[src/rtl/battleship_game_ctrl.sv]
`timescale 1ns/1ps
// battleship_game_ctrl: two-board NxN battleship FSM (cursor, turns, timeout, LFSR PC opponent); flat 3-bit/cell board outputs
module battleship_game_ctrl #(
  parameter int N = 5,
  parameter int BOATS_W = 3,
  parameter int MAX_BOATS = 5,
  parameter int TURN_CYCLES = 500000000,
  parameter int TIMER_W = 29,
  parameter logic [15:0] LFSR_SEED = 16'hACE1
) (
  input  logic                 clock,
  input  logic                 reset,
  input  logic                 start,
  input  logic                 direction,
  input  logic                 move_h,
  input  logic                 move_v,
  input  logic                 fire,
  input  logic [BOATS_W-1:0]   amount_boats,
  output logic [3*N*N-1:0]     player_board,
  output logic [3*N*N-1:0]     pc_board_view,
  output logic [2:0]           cursor_row,
  output logic [2:0]           cursor_col,
  output logic [BOATS_W-1:0]   boats_left_player,
  output logic [BOATS_W-1:0]   boats_left_pc,
  output logic [2:0]           game_state,
  output logic                 hit,
  output logic                 time_expired,
  output logic                 win,
  output logic                 lose
);
  localparam int IW = $clog2(N * N);
  localparam logic [2:0] LAST = 3'(N - 1);
  localparam logic [BOATS_W-1:0] ONE = BOATS_W'(1);
  localparam logic [BOATS_W-1:0] MAXB = BOATS_W'(MAX_BOATS);
  localparam logic [TIMER_W-1:0] TLAST = TIMER_W'(TURN_CYCLES - 1);
  localparam logic [1:0] WATER = 2'd0, SHIP = 2'd1, HIT = 2'd2, MISS = 2'd3;
  typedef enum logic [2:0] {IDLE, PC_PLACE, PLAYER_PLACE, PLAYER_TURN, PC_TURN, WIN, LOSE} state_t;
  state_t state;
  logic [N*N-1:0][1:0] pb, pcb;
  logic [15:0] lfsr;
  logic [TIMER_W-1:0] timer;
  logic [BOATS_W-1:0] k;
  logic start_q, move_h_q, move_v_q, fire_q;
  logic start_e, move_h_e, move_v_e, fire_e, moving;
  logic [IW-1:0] cur, cand;
  assign start_e = start & ~start_q;
  assign move_h_e = move_h & ~move_h_q;
  assign move_v_e = move_v & ~move_v_q;
  assign fire_e = fire & ~fire_q;
  assign moving = state == PLAYER_PLACE || state == PLAYER_TURN;
  assign cur = IW'(int'(cursor_row) * N + int'(cursor_col));
  assign cand = IW'(int'(lfsr[7:0]) % N * N + int'(lfsr[15:8]) % N);
  assign game_state = state;
  function automatic logic [2:0] step(input logic [2:0] v, input logic d);
    return d ? (v == 3'd0 ? LAST : v - 3'd1) : (v == LAST ? 3'd0 : v + 3'd1);
  endfunction
  always_comb begin
    player_board = '0;
    pc_board_view = '0;
    for (int i = 0; i < N * N; i++) begin
      player_board[3*i +: 3] = {1'b0, pb[i]};
      pc_board_view[3*i +: 3] = {1'b0, pcb[i] == SHIP ? WATER : pcb[i]};
    end
  end
  always_ff @(posedge clock) begin
    if (!reset) begin
      state <= IDLE;
      pb <= '0;
      pcb <= '0;
      cursor_row <= '0;
      cursor_col <= '0;
      boats_left_player <= '0;
      boats_left_pc <= '0;
      timer <= '0;
      lfsr <= LFSR_SEED;
      k <= ONE;
      hit <= 1'b0;
      time_expired <= 1'b0;
      win <= 1'b0;
      lose <= 1'b0;
      start_q <= 1'b0;
      move_h_q <= 1'b0;
      move_v_q <= 1'b0;
      fire_q <= 1'b0;
    end else begin
      start_q <= start;
      move_h_q <= move_h;
      move_v_q <= move_v;
      fire_q <= fire;
      lfsr <= {lfsr[14:0], lfsr[15] ^ lfsr[13] ^ lfsr[12] ^ lfsr[10]};
      hit <= 1'b0;
      time_expired <= 1'b0;
      win <= state == WIN;
      lose <= state == LOSE;
      if (moving && move_h_e) cursor_col <= step(cursor_col, direction);
      if (moving && move_v_e) cursor_row <= step(cursor_row, direction);
      case (state)
        IDLE, WIN, LOSE: if (start_e) begin
          pb <= '0;
          pcb <= '0;
          k <= amount_boats == '0 ? ONE : amount_boats > MAXB ? MAXB : amount_boats;
          boats_left_player <= '0;
          boats_left_pc <= '0;
          state <= PC_PLACE;
        end
        PC_PLACE: if (pcb[cand] == WATER) begin
          pcb[cand] <= SHIP;
          boats_left_pc <= boats_left_pc + ONE;
          if (boats_left_pc + ONE == k) state <= PLAYER_PLACE;
        end
        PLAYER_PLACE: if (fire_e && pb[cur] == WATER) begin
          pb[cur] <= SHIP;
          boats_left_player <= boats_left_player + ONE;
          if (boats_left_player + ONE == k) begin
            timer <= '0;
            state <= PLAYER_TURN;
          end
        end
        PLAYER_TURN: begin
          timer <= timer + 1'b1;
          // a valid shot in the timeout cycle wins over the timeout
          if (fire_e && pcb[cur] == SHIP) begin
            pcb[cur] <= HIT;
            boats_left_pc <= boats_left_pc - ONE;
            hit <= 1'b1;
            state <= boats_left_pc == ONE ? WIN : PC_TURN;
          end else if (fire_e && pcb[cur] == WATER) begin
            pcb[cur] <= MISS;
            state <= PC_TURN;
          end else if (timer == TLAST) begin
            time_expired <= 1'b1;
            state <= PC_TURN;
          end
        end
        PC_TURN: if (pb[cand] == SHIP) begin
          pb[cand] <= HIT;
          boats_left_player <= boats_left_player - ONE;
          hit <= 1'b1;
          timer <= '0;
          state <= boats_left_player == ONE ? LOSE : PLAYER_TURN;
        end else if (pb[cand] == WATER) begin
          pb[cand] <= MISS;
          timer <= '0;
          state <= PLAYER_TURN;
        end
        default: state <= IDLE;
      endcase
    end
  end
endmodule

[config.mk]
export PLATFORM = sky130hd
export DESIGN_NAME = battleship_game_ctrl
export DESIGN_NICKNAME = d
export VERILOG_FILES = /design/src/rtl/battleship_game_ctrl.sv
export SDC_FILE = /design/constraint.sdc
export NUM_CORES = 1
export LEC_CHECK = 0
export BUFFER_PORTS_ARGS = -buffer_cell sky130_fd_sc_hd__buf_2
export CAP_MARGIN = 30
export CORE_MARGIN = 10
export CORE_UTILIZATION = 40
export CTS_CLUSTER_SIZE = 14
export DETAILED_ROUTE_END_ITERATION = 12
export PLACE_DENSITY = 0.56
export SLEW_MARGIN = 20
export SYNTH_ARGS = -nofsm -noshare
export SYNTH_HDL_FRONTEND = slang
export SYNTH_SLANG_ARGS = --single-unit
[constraint.sdc]
create_clock -name clock -period 14.5 [get_ports clock]
set_input_delay 1.45 -clock clock [delete_from_list [all_inputs] [get_ports clock]]
set_output_delay 1.45 -clock clock [all_outputs]
set_load 0.02 [all_outputs]
==> results_dict.tcl <==
set metrics [dict create \
    outcome "completed" \
    max_freq_ghz 0.0910 \
    rsz0062_at_grt "no" \
    cts.sinks 171 \
    synth.area.top_cells "dfxtp_1 23%, mux2i_1 4.9%, nand2_1 4.3%" \
    io_pins 179 \
    clk_latency_ns 0.46 \
    slew_headroom_pct 31.6 \
    grt.overflow.total 0 \
    cts_tree "done" \
    grt-busiest-layer "met2" \
    worstMarginPinSlew_ns 1.03 \
    track_usage_pct 23.7 \
    cp.required_ns 14.89 \
    numCtsBuffers 17 \
    drive_above_1_share_pct 14.6 \
    synth-edff-count 0 \
    ys_ff_latch 171 \
    avgSynthCellArea_um2 7.61 \
    fin_skew_ns 0.0144 \
    finalNetCount 1999 \
    drc 0 \
    critPathKind "reg2reg" \
    dr.pass1.iters 6 \
    multi_input_area_um2 10300 \
    fin_crit_ns 10.99 \
    finalSetupTns_ns 0 \
    synth_cells 1950 \
    htreeDepth 4 \
    async_flop_share_pct 0 \
    yosysSeqAreaShare_pct 23.1 \
    grt_pass1_vias 14200 \
    rows 70 \
    postRouteAntennaNets 0 \
    ff_latch_area_um2 3420 \
    gp_congestion 0.933 \
    layout_common_cells "171 x dfxtp_1, 169 x nand2_1, 155 x nor2_1, 127 x buf_2, 115 x o21ai_0" \
    ys_warn_count 0 \
    grt_max_degree 88 \
    syn_area_um2 14800 \
    end_kind "flop" \
    post-route-period-util_pct 75.8 \
    arrival_ns 11.37 \
    drt-total-wl_um 55000 \
    setup_viol 0 \
    dpl-instance-area_um2 15400 \
    area.growth.synth_to_final_pct 7.54 \
    cts_setup_buffers 0 \
    wl_per_cell_um 22.7 \
    drv_slew 0 \
    grt_pass1_wl_um 85000 \
    drv_cap 0 \
    cp_slowest_cell "xor2_4" \
    antenna_cells 0 \
    final_cell_area_um2 16000 \
    synth_ff_type "dfxtp_1" \
    detail_route.iter0.violations 1688 \
    die_w_um 213 \
    start_util_pct 40.5 \
    clk_path_buf_depth 2 \
    fillerInstances 3789 \
    vias_per_cell 6.29 \
    die_h_um 213 \
    synth_top_area_share_pct 23.1 \
    cp_common_cell "xnor2_1" \
    port_buffers 128 \
    worstSetupStartpointType "flop" \
    grt_use_met3_pct 5.27 \
    critPathMaxStageDelay_ns 0.80 \
    root_buffer "clkbuf_16" \
    die_area_um2 45200 \
    ctsHoldBuffers 0 \
    yosysTopAreaCell "dfxtp_1" \
    cp_max_fo 61 \
    use_met2_pct 36.8 \
    num_vias 15300 \
    final_core_util_pct 43.6 \
    hpwl_um 38600 \
    core_area_um2 36600 \
    layout.cells.most_common "dfxtp_1" \
    fin_cells 2426 \
    post-place-cells 2392 \
    hp-class "reg2reg" \
    cts_resized 0 \
    clk_pin_slew_ns 0.08 \
    ys_types 107 \
    finalHoldViolations 0 \
    use_met1_pct 31.7 \
    antenna_found_initial 0 \
]
-- Yosys cell counts (13+ instances only) --
master and count:
dfxtp_1 171, nand2_1 169, nor2_1 157, clkbuf_1 138
o21ai_0 115, a21oi_1 113, nand3_1 86, mux2i_1 72
and2_1 56, buf_4 56, nor3_1 52, a31oi_1 50
ha_1 41, a211oi_1 39, inv_1 39, nand3b_1 35
nand4_1 30, buf_2 29, and3_1 28, nand2b_1 28
xnor2_1 28, mux4_2 27, a21o_1 25, a22oi_1 21
o22ai_1 18, a211o_1 16, nor2b_1 15, o21ai_1 15
or3_1 13
-- cells by family (layout without fill, tap and decap cells) --
| kind of cell | after synthesis | count (layout) | synth area share (%) |
|---|---|---|---|
| DFF | 171 | 171 | 23.1 |
| buffers and inverters | 282 | 241 | 9.30 |
| adders and majority gates | 44 | 44 | 3.86 |
| other | 1 | 50 | 0.0253 |
| AOI/OAI and AO/OA | 581 | 581 | 26.9 |
| and+or+nand+nor | 729 | 729 | 25.1 |
| xor gates and xnor gates | 38 | 38 | 2.34 |
| muxes | 104 | 104 | 9.38 |
-- flip-flops by register name, summed over array words and instances (netlist names) --
name,flops
cursor_col,3
cursor_row,3
lose,1
boats_left_pc,3
move_v_q,1
start_q,1
k,3
lfsr,16
fire_q,1
win,1
boats_left_player,3
pcb,50
hit,1
player_board,50
game_state,3
move_h_q,1
timer,29
time_expired,1
-- stage by stage --
step | worst slack (ns) | hold WS [ns]
after floorplan | 5.81 | 0.450
after detailed placement | 3.70 | 0.471
after global routing | 2.90 | 0.509
after global placement | 3.86 | 0.460
final | 3.51 | 0.479
after CTS | 3.65 | 0.484
-- cell type report --
class                   instances  area share (%)
multi-input cells            1546            64.3
flip-flops and latches        171            21.4
repair buffers                166            6.06
well taps                     468            3.67
clock buffers                  20            2.80
inverters                      43            1.01
clock inverters                12           0.721
-- worst max-delay path, delay by kind of cell (launching register included) --
family	cells	cell delay (ns)
and+or+nand+nor	10	2.60
DFF	1	0.44
xor gates and xnor gates	8	2.04
buffers and inverters	4	1.19
adders and majority gates	6	1.97
AOI/OAI and AO/OA	8	1.95
muxes	2	0.67
-- worst paths after layout --
kind / start / to / slack [ns] / cells past startpoint
setup / recovery: lfsr[5] / pcb[0] / 3.51 / 38
hold / removal: timer[7] / timer[7] / 0.48 / 2
setup reg to reg: lfsr[5] / pcb[0] / 3.51 / 38
hold reg to reg: timer[7] / timer[7] / 0.48 / 2
-- routing by layer --
layer  share of wire, %  wire (um)
met1                 44      24100
met2                 46      25100
met5                  0          0
met3                8.1       4430
met4                2.6       1410
Power is left out: the tool's default activity adds up to more than one toggle a clock period on the data nets, which glitch-free logic cannot reach.
